**src/rtl/serv_fetch.sv**
```systemverilog
// Instruction fetch front end for a bit-serial core: single Wishbone master
// with a one-entry prefetch buffer holding the next sequential word.
module serv_fetch #(
  parameter int unsigned PREFETCH = 1
) (
  input  logic        clk,
  input  logic        i_rst,
  input  logic        i_req,
  input  logic [31:0] i_pc,
  output logic [31:0] o_ibus_adr,
  output logic        o_ibus_cyc,
  input  logic [31:0] i_ibus_rdt,
  input  logic        i_ibus_ack,
  output logic [29:0] o_rdt,
  output logic        o_valid,
  output logic        o_busy
);

  // StFetch: demand in flight; StPref: speculative; StPmiss: speculative but demand differs
  typedef enum logic [1:0] {StIdle, StFetch, StPref, StPmiss} state_e;

  state_e      state_q, state_d;
  logic [29:0] adr_q, adr_d;
  logic        cyc_q, cyc_d;
  logic [29:0] rdt_q, rdt_d;
  logic        valid_q, valid_d;
  logic        buf_valid_q, buf_valid_d;
  logic [29:0] buf_adr_q, buf_adr_d;
  logic [29:0] buf_dat_q, buf_dat_d;
  logic [29:0] miss_pc_q, miss_pc_d;

  logic [29:0] pc_w;
  logic        ack_w;
  logic        hit_w;
  logic        unused_w;

  assign pc_w     = i_pc[31:2];
  assign ack_w    = cyc_q & i_ibus_ack;
  assign hit_w    = buf_valid_q && (buf_adr_q == pc_w);
  assign unused_w = ^{i_pc[1:0], i_ibus_rdt[1:0]};

  // Next-state and datapath decisions for the fetch FSM and prefetch buffer
  always_comb begin
    state_d     = state_q;
    adr_d       = adr_q;
    cyc_d       = cyc_q;
    rdt_d       = rdt_q;
    valid_d     = 1'b0;
    buf_valid_d = buf_valid_q;
    buf_adr_d   = buf_adr_q;
    buf_dat_d   = buf_dat_q;
    miss_pc_d   = miss_pc_q;

    unique case (state_q)
      StIdle: begin
        if (i_req) begin
          buf_valid_d = 1'b0;
          if (hit_w) begin
            rdt_d   = buf_dat_q;
            valid_d = 1'b1;
            if (PREFETCH != 0) begin
              adr_d   = pc_w + 30'd1;
              state_d = StPref;
            end
          end else begin
            adr_d   = pc_w;
            cyc_d   = 1'b1;
            state_d = StFetch;
          end
        end
      end

      StFetch: begin
        if (!cyc_q) begin
          // Entered after a forced idle cycle; issue the demand now
          cyc_d = 1'b1;
        end else if (ack_w) begin
          rdt_d   = i_ibus_rdt[31:2];
          valid_d = 1'b1;
          cyc_d   = 1'b0;
          if (PREFETCH != 0) begin
            adr_d   = adr_q + 30'd1;
            state_d = StPref;
          end else begin
            state_d = StIdle;
          end
        end
      end

      StPref: begin
        if (!cyc_q) begin
          // Prefetch not yet on the bus: a demand simply takes its place
          cyc_d = 1'b1;
          if (i_req) begin
            adr_d   = pc_w;
            state_d = StFetch;
          end
        end else if (i_req && (pc_w == adr_q)) begin
          if (ack_w) begin
            rdt_d   = i_ibus_rdt[31:2];
            valid_d = 1'b1;
            cyc_d   = 1'b0;
            adr_d   = adr_q + 30'd1;
          end else begin
            state_d = StFetch;
          end
        end else if (i_req) begin
          if (ack_w) begin
            cyc_d   = 1'b0;
            adr_d   = pc_w;
            state_d = StFetch;
          end else begin
            miss_pc_d = pc_w;
            state_d   = StPmiss;
          end
        end else if (ack_w) begin
          buf_dat_d   = i_ibus_rdt[31:2];
          buf_adr_d   = adr_q;
          buf_valid_d = 1'b1;
          cyc_d       = 1'b0;
          state_d     = StIdle;
        end
      end

      StPmiss: begin
        // Let the stale prefetch finish, drop its data, then fetch the demand
        if (ack_w) begin
          cyc_d   = 1'b0;
          adr_d   = miss_pc_q;
          state_d = StFetch;
        end
      end

      default: state_d = StIdle;
    endcase
  end

  // State register with synchronous reset; reset abandons any bus cycle
  always_ff @(posedge clk) begin
    if (i_rst) begin
      state_q     <= StIdle;
      adr_q       <= '0;
      cyc_q       <= 1'b0;
      rdt_q       <= '0;
      valid_q     <= 1'b0;
      buf_valid_q <= 1'b0;
      buf_adr_q   <= '0;
      buf_dat_q   <= '0;
      miss_pc_q   <= '0;
    end else begin
      state_q     <= state_d;
      adr_q       <= adr_d;
      cyc_q       <= cyc_d;
      rdt_q       <= rdt_d;
      valid_q     <= valid_d;
      buf_valid_q <= buf_valid_d;
      buf_adr_q   <= buf_adr_d;
      buf_dat_q   <= buf_dat_d;
      miss_pc_q   <= miss_pc_d;
    end
  end

  // Registered outputs
  always_comb begin
    o_ibus_adr = {adr_q, 2'b00};
    o_ibus_cyc = cyc_q;
    o_rdt      = rdt_q;
    o_valid    = valid_q;
    o_busy     = (state_q == StFetch) || (state_q == StPmiss);
  end

endmodule

```
**config.mk**
```make
export PLATFORM = sky130hd
export DESIGN_NAME = serv_fetch
export DESIGN_NICKNAME = d
export VERILOG_FILES = /design/src/rtl/serv_fetch.sv
export SDC_FILE = /design/constraint.sdc
export NUM_CORES = 1
export LEC_CHECK = 0
export CELL_PAD_IN_SITES_DETAIL_PLACEMENT = 1
export CELL_PAD_IN_SITES_GLOBAL_PLACEMENT = 1
export CORE_ASPECT_RATIO = 2
export CORE_MARGIN = 4
export CORE_UTILIZATION = 34
export CTS_CLUSTER_DIAMETER = 60
export DETAILED_ROUTE_END_ITERATION = 6
export PLACE_DENSITY = 0.73
export SLEW_MARGIN = 20
export SYNTH_ARGS = -nofsm -noshare
export SYNTH_HDL_FRONTEND = slang
export SYNTH_SLANG_ARGS = --single-unit
```
**constraint.sdc**
```tcl
create_clock -name clk -period 6.45 [get_ports clk]
set_input_delay 1.29 -clock clk [delete_from_list [all_inputs] [get_ports clk]]
set_output_delay 1.29 -clock clk [all_outputs]
set_load 0.01 [all_outputs]
```
==> impl_metrics.env <==
export IMPL_synth_ff_type="dfxtp_1"
export IMPL_pwr_share_comb=0.417
export IMPL_grt_pass1_wl_mm=55.1
export IMPL_dp_hpwl_mm=25.4
export IMPL_rows=84
export IMPL_max_freq_mhz=200
export IMPL_cap_viol_max_count=0
export IMPL_grt_antenna_before_repair=0
export IMPL_grt_max_degree=88
export IMPL_grt_overflow_total=0
export IMPL_seq_power_share=0.320
export IMPL_synthMostInstantiatedCell="nand2_1"
export IMPL_yosys_top_cells_area="dfxtp_1 (34%), mux2i_1 (7.8%), nand2_1 (7.4%)"
export IMPL_path_class="input port to flip-flop"
export IMPL_netlist_area_leader_share=0.344
export IMPL_synth_top_area_cell="dfxtp_1"
export IMPL_worst_pin_slew_ns=1.21
export IMPL_fin_crit_ns=5.01
export IMPL_synthCells=1134
export IMPL_syn_area_per_cell_um2=7.96
export IMPL_hold_depth=2
export IMPL_setup_violations=0
export IMPL_drc=0
export IMPL_start_kind="input port"
export IMPL_crit_fanout=60
export IMPL_clkSinkCount=155
export IMPL_max_stage_delay_ns=0.90
export IMPL_routedWlPerCell_um=23.3
export IMPL_switching_share=0.395
export IMPL_drtIter0Drc=565
export IMPL_ys_seq_area_frac=0.344
export IMPL_skew_ns=0.00959
export IMPL_cp_data_required_time_ns=6.80
export IMPL_start_util=0.343
export IMPL_power_leakage_uw=0.00349
export IMPL_grt_pass1_vias=9505
export IMPL_tns_ns=0
export IMPL_synth_edf_count=0
export IMPL_power_share_clock=0.262
export IMPL_intPower_uw=2520
export IMPL_crit_path_end_kind="flip-flop"
export IMPL_arrival_ns=5.36
export IMPL_min_path_type="flip-flop to flip-flop"
export IMPL_crit_chain="clkdlybuf4s50_1, xor2_1, nor4_2, nand4_2, o41a_1, a211oi_4, buf_4, nor2_1, a211oi_1"
export IMPL_die_w_um=123
export IMPL_portBuffers=126
export IMPL_fin_crit_sh=0.777
export IMPL_vias=8959
export IMPL_status="complete, no violations"
export IMPL_root_buffer="clkbuf_16"
export IMPL_vdd_drop_max_mv=0.199
export IMPL_final_hold_viol_count=0
export IMPL_crit_family="compound AO/OA/AOI/OAI gates"
export IMPL_fin_util=0.419
export IMPL_synth_seq_cells=155
export IMPL_place_congestion=0.947
export IMPL_numCtsBuffers=17
export IMPL_clkSlewWorstSetupHoldPaths_ns=0.07
export IMPL_cp_slowest_cell="o41a_1"
export IMPL_grt_setup_unrepaired="no"
export IMPL_first_pass_iters=5
export IMPL_cp_num_cells=9
export IMPL_diodes=0
export IMPL_syn_area_mm2=0.00902
export IMPL_async_flop_share=0
export IMPL_htree_levels=4
export IMPL_cts_hold_buffers_added=0
export IMPL_powerDensity_mw_per_mm2=379
export IMPL_grtUsageTotal=0.248
export IMPL_cts_repair_resized=0
export IMPL_slew_viol_final=0
export IMPL_ios=133
export IMPL_fin_nets=1255
export IMPL_drive_gt1_frac=0.0653
export IMPL_net_switching_power_uw=1650
export IMPL_core_mm2=0.0263
export IMPL_maxSlewHeadroom=0.187
export IMPL_crit_buf_inv=2
export IMPL_synth_warnings=0
export IMPL_cts_buffer_depth=2
export IMPL_reg2reg_depth=8
export IMPL_syn_to_final_growth_pct=22.1
export IMPL_fp_dieH_um=238
export IMPL_dieArea_mm2=0.0294
export IMPL_drt_wl_total_mm=35.8
export IMPL_p_total_uw=4170
export IMPL_worstSkewPairLatency_ns=0.45
export IMPL_ant_nets=0
export IMPL_synth_common_cells="nand2_1 (179), dfxtp_1 (155), nor2_1 (80), a21oi_1 (79), clkbuf_1 (76)"
export IMPL_cts_tree="built"
export IMPL_synth_cell_types=69
export IMPL_cts_post_setup_buffers_inserted=0
export IMPL_vias_per_cell=5.83
## power groups by stage
stage	Clock [µW]	Combinational (µW)	Sequential, µW
3_3_place_gp	0	1700	1350
4_1_cts	1120	1750	1330
2_1_floorplan	0	1050	1310
6_report	1090	1740	1340
3_5_place_dp	0	1740	1350
5_1_grt	1160	1880	1360
## cell usage in the layout, fill, tap and decap left out, types with 6 or more instances in the layout
master | Yosys | routed
dfxtp_1 | 155 | 155
a221oi_1 | 19 | 19
xor2_1 | 40 | 40
nor3_1 | 28 | 27
nor4_2 | 6 | 6
o31a_1 | 7 | 7
a21oi_1 | 79 | 78
inv_1 | 11 | 11
a211oi_1 | 31 | 31
nand2_1 | 179 | 179
a22o_1 | 8 | 8
buf_4 | 6 | 24
o21ai_0 | 28 | 28
nor4_1 | 24 | 23
o31ai_1 | 10 | 9
clkbuf_16 | 0 | 17
nor3b_1 | 7 | 7
nor2_1 | 80 | 80
a221o_1 | 11 | 11
xnor2_1 | 49 | 49
clkinv_4 | 0 | 6
mux2i_1 | 70 | 70
nand3_1 | 35 | 35
clkdlybuf4s50_1 | 0 | 125
nand4_1 | 34 | 34
and3_1 | 9 | 9
## final cells by class
class | instances | area (µm²)
clock buffer | 19 | 433
clock inverter | 13 | 194
fill | 3218 | 15300
inverter | 11 | 41.3
multi-input combinational | 847 | 5380
sequential | 155 | 3100
tap | 344 | 430
timing repair buffer | 149 | 1430
## cell families (layout without fill, tap and decap cells)
logic type      after synthesis  count (layout)  share of synthesized area
simple gates                441             441                      0.236
compound gates              235             235                      0.179
flops                       155             155                      0.344
buf+inv                     133             192                     0.0642
xor+xnor                     89              89                     0.0864
mux                          74              74                     0.0827
fa+ha+maj                     6               6                    0.00832
other cells                   1               2                   0.000416
## final timing paths
check                                    end  slack, ns                        from
setup / recovery       o_rdt[4]$_SDFFE_PP0P_       1.44                    i_pc[14]
hold / removal    buf_dat_q[27]$_SDFFE_PP0P_       0.45  buf_dat_q[27]$_SDFFE_PP0P_
setup reg to reg       o_rdt[4]$_SDFFE_PP0P_       2.49       adr_q[4]$_SDFFE_PP0P_
hold reg to reg   buf_dat_q[27]$_SDFFE_PP0P_       0.45  buf_dat_q[27]$_SDFFE_PP0P_
## metrics by stage
| step | worst slack [ns] | hold slack [ns] | area (µm²) | std cells |
|---|---|---|---|---|
| finish | 1.44 | 0.455 | 11000 | 1538 |
| global route | 1.18 | 0.469 | 11000 | 1538 |
| CTS | 1.40 | 0.455 | 11000 | 1538 |
| detailed placement | 0.959 | 0.446 | 10400 | 1506 |
| global placement | 1.09 | 0.441 | 10400 | 1506 |
| floorplan | 2.89 | 0.436 | 9020 | 1135 |
## layer usage
metal | global-route usage | vias to the layer above | routed length [µm]
li1 | - | 4135 | -
met5 | 0 | - | 0
met1 | 0.249 | 4445 | 12700
met4 | 0.178 | 0 | 2690
met2 | 0.445 | 261 | 19000
met3 | 0.0448 | 118 | 1480
## state kept, by name, summed over array words and instances, names as in the netlist
signal / flops
adr_q: 30
buf_adr_q: 30
buf_dat_q: 30
miss_pc_q: 30
o_rdt: 30
state_q: 2
buf_valid_q: 1
o_ibus_cyc: 1
o_valid: 1
## worst register-to-register path, stage by stage (launching register included)
cell and delay (ns):
dfxtp_1 0.53, xor2_1 0.14, nor4_2 0.57, nand4_2 0.38, o41a_1 0.91, a211oi_4 0.38, buf_4 0.56, nor2_1 0.14
a211oi_1 0.26
No activity file was read; power rests on OpenSTA's default activity.
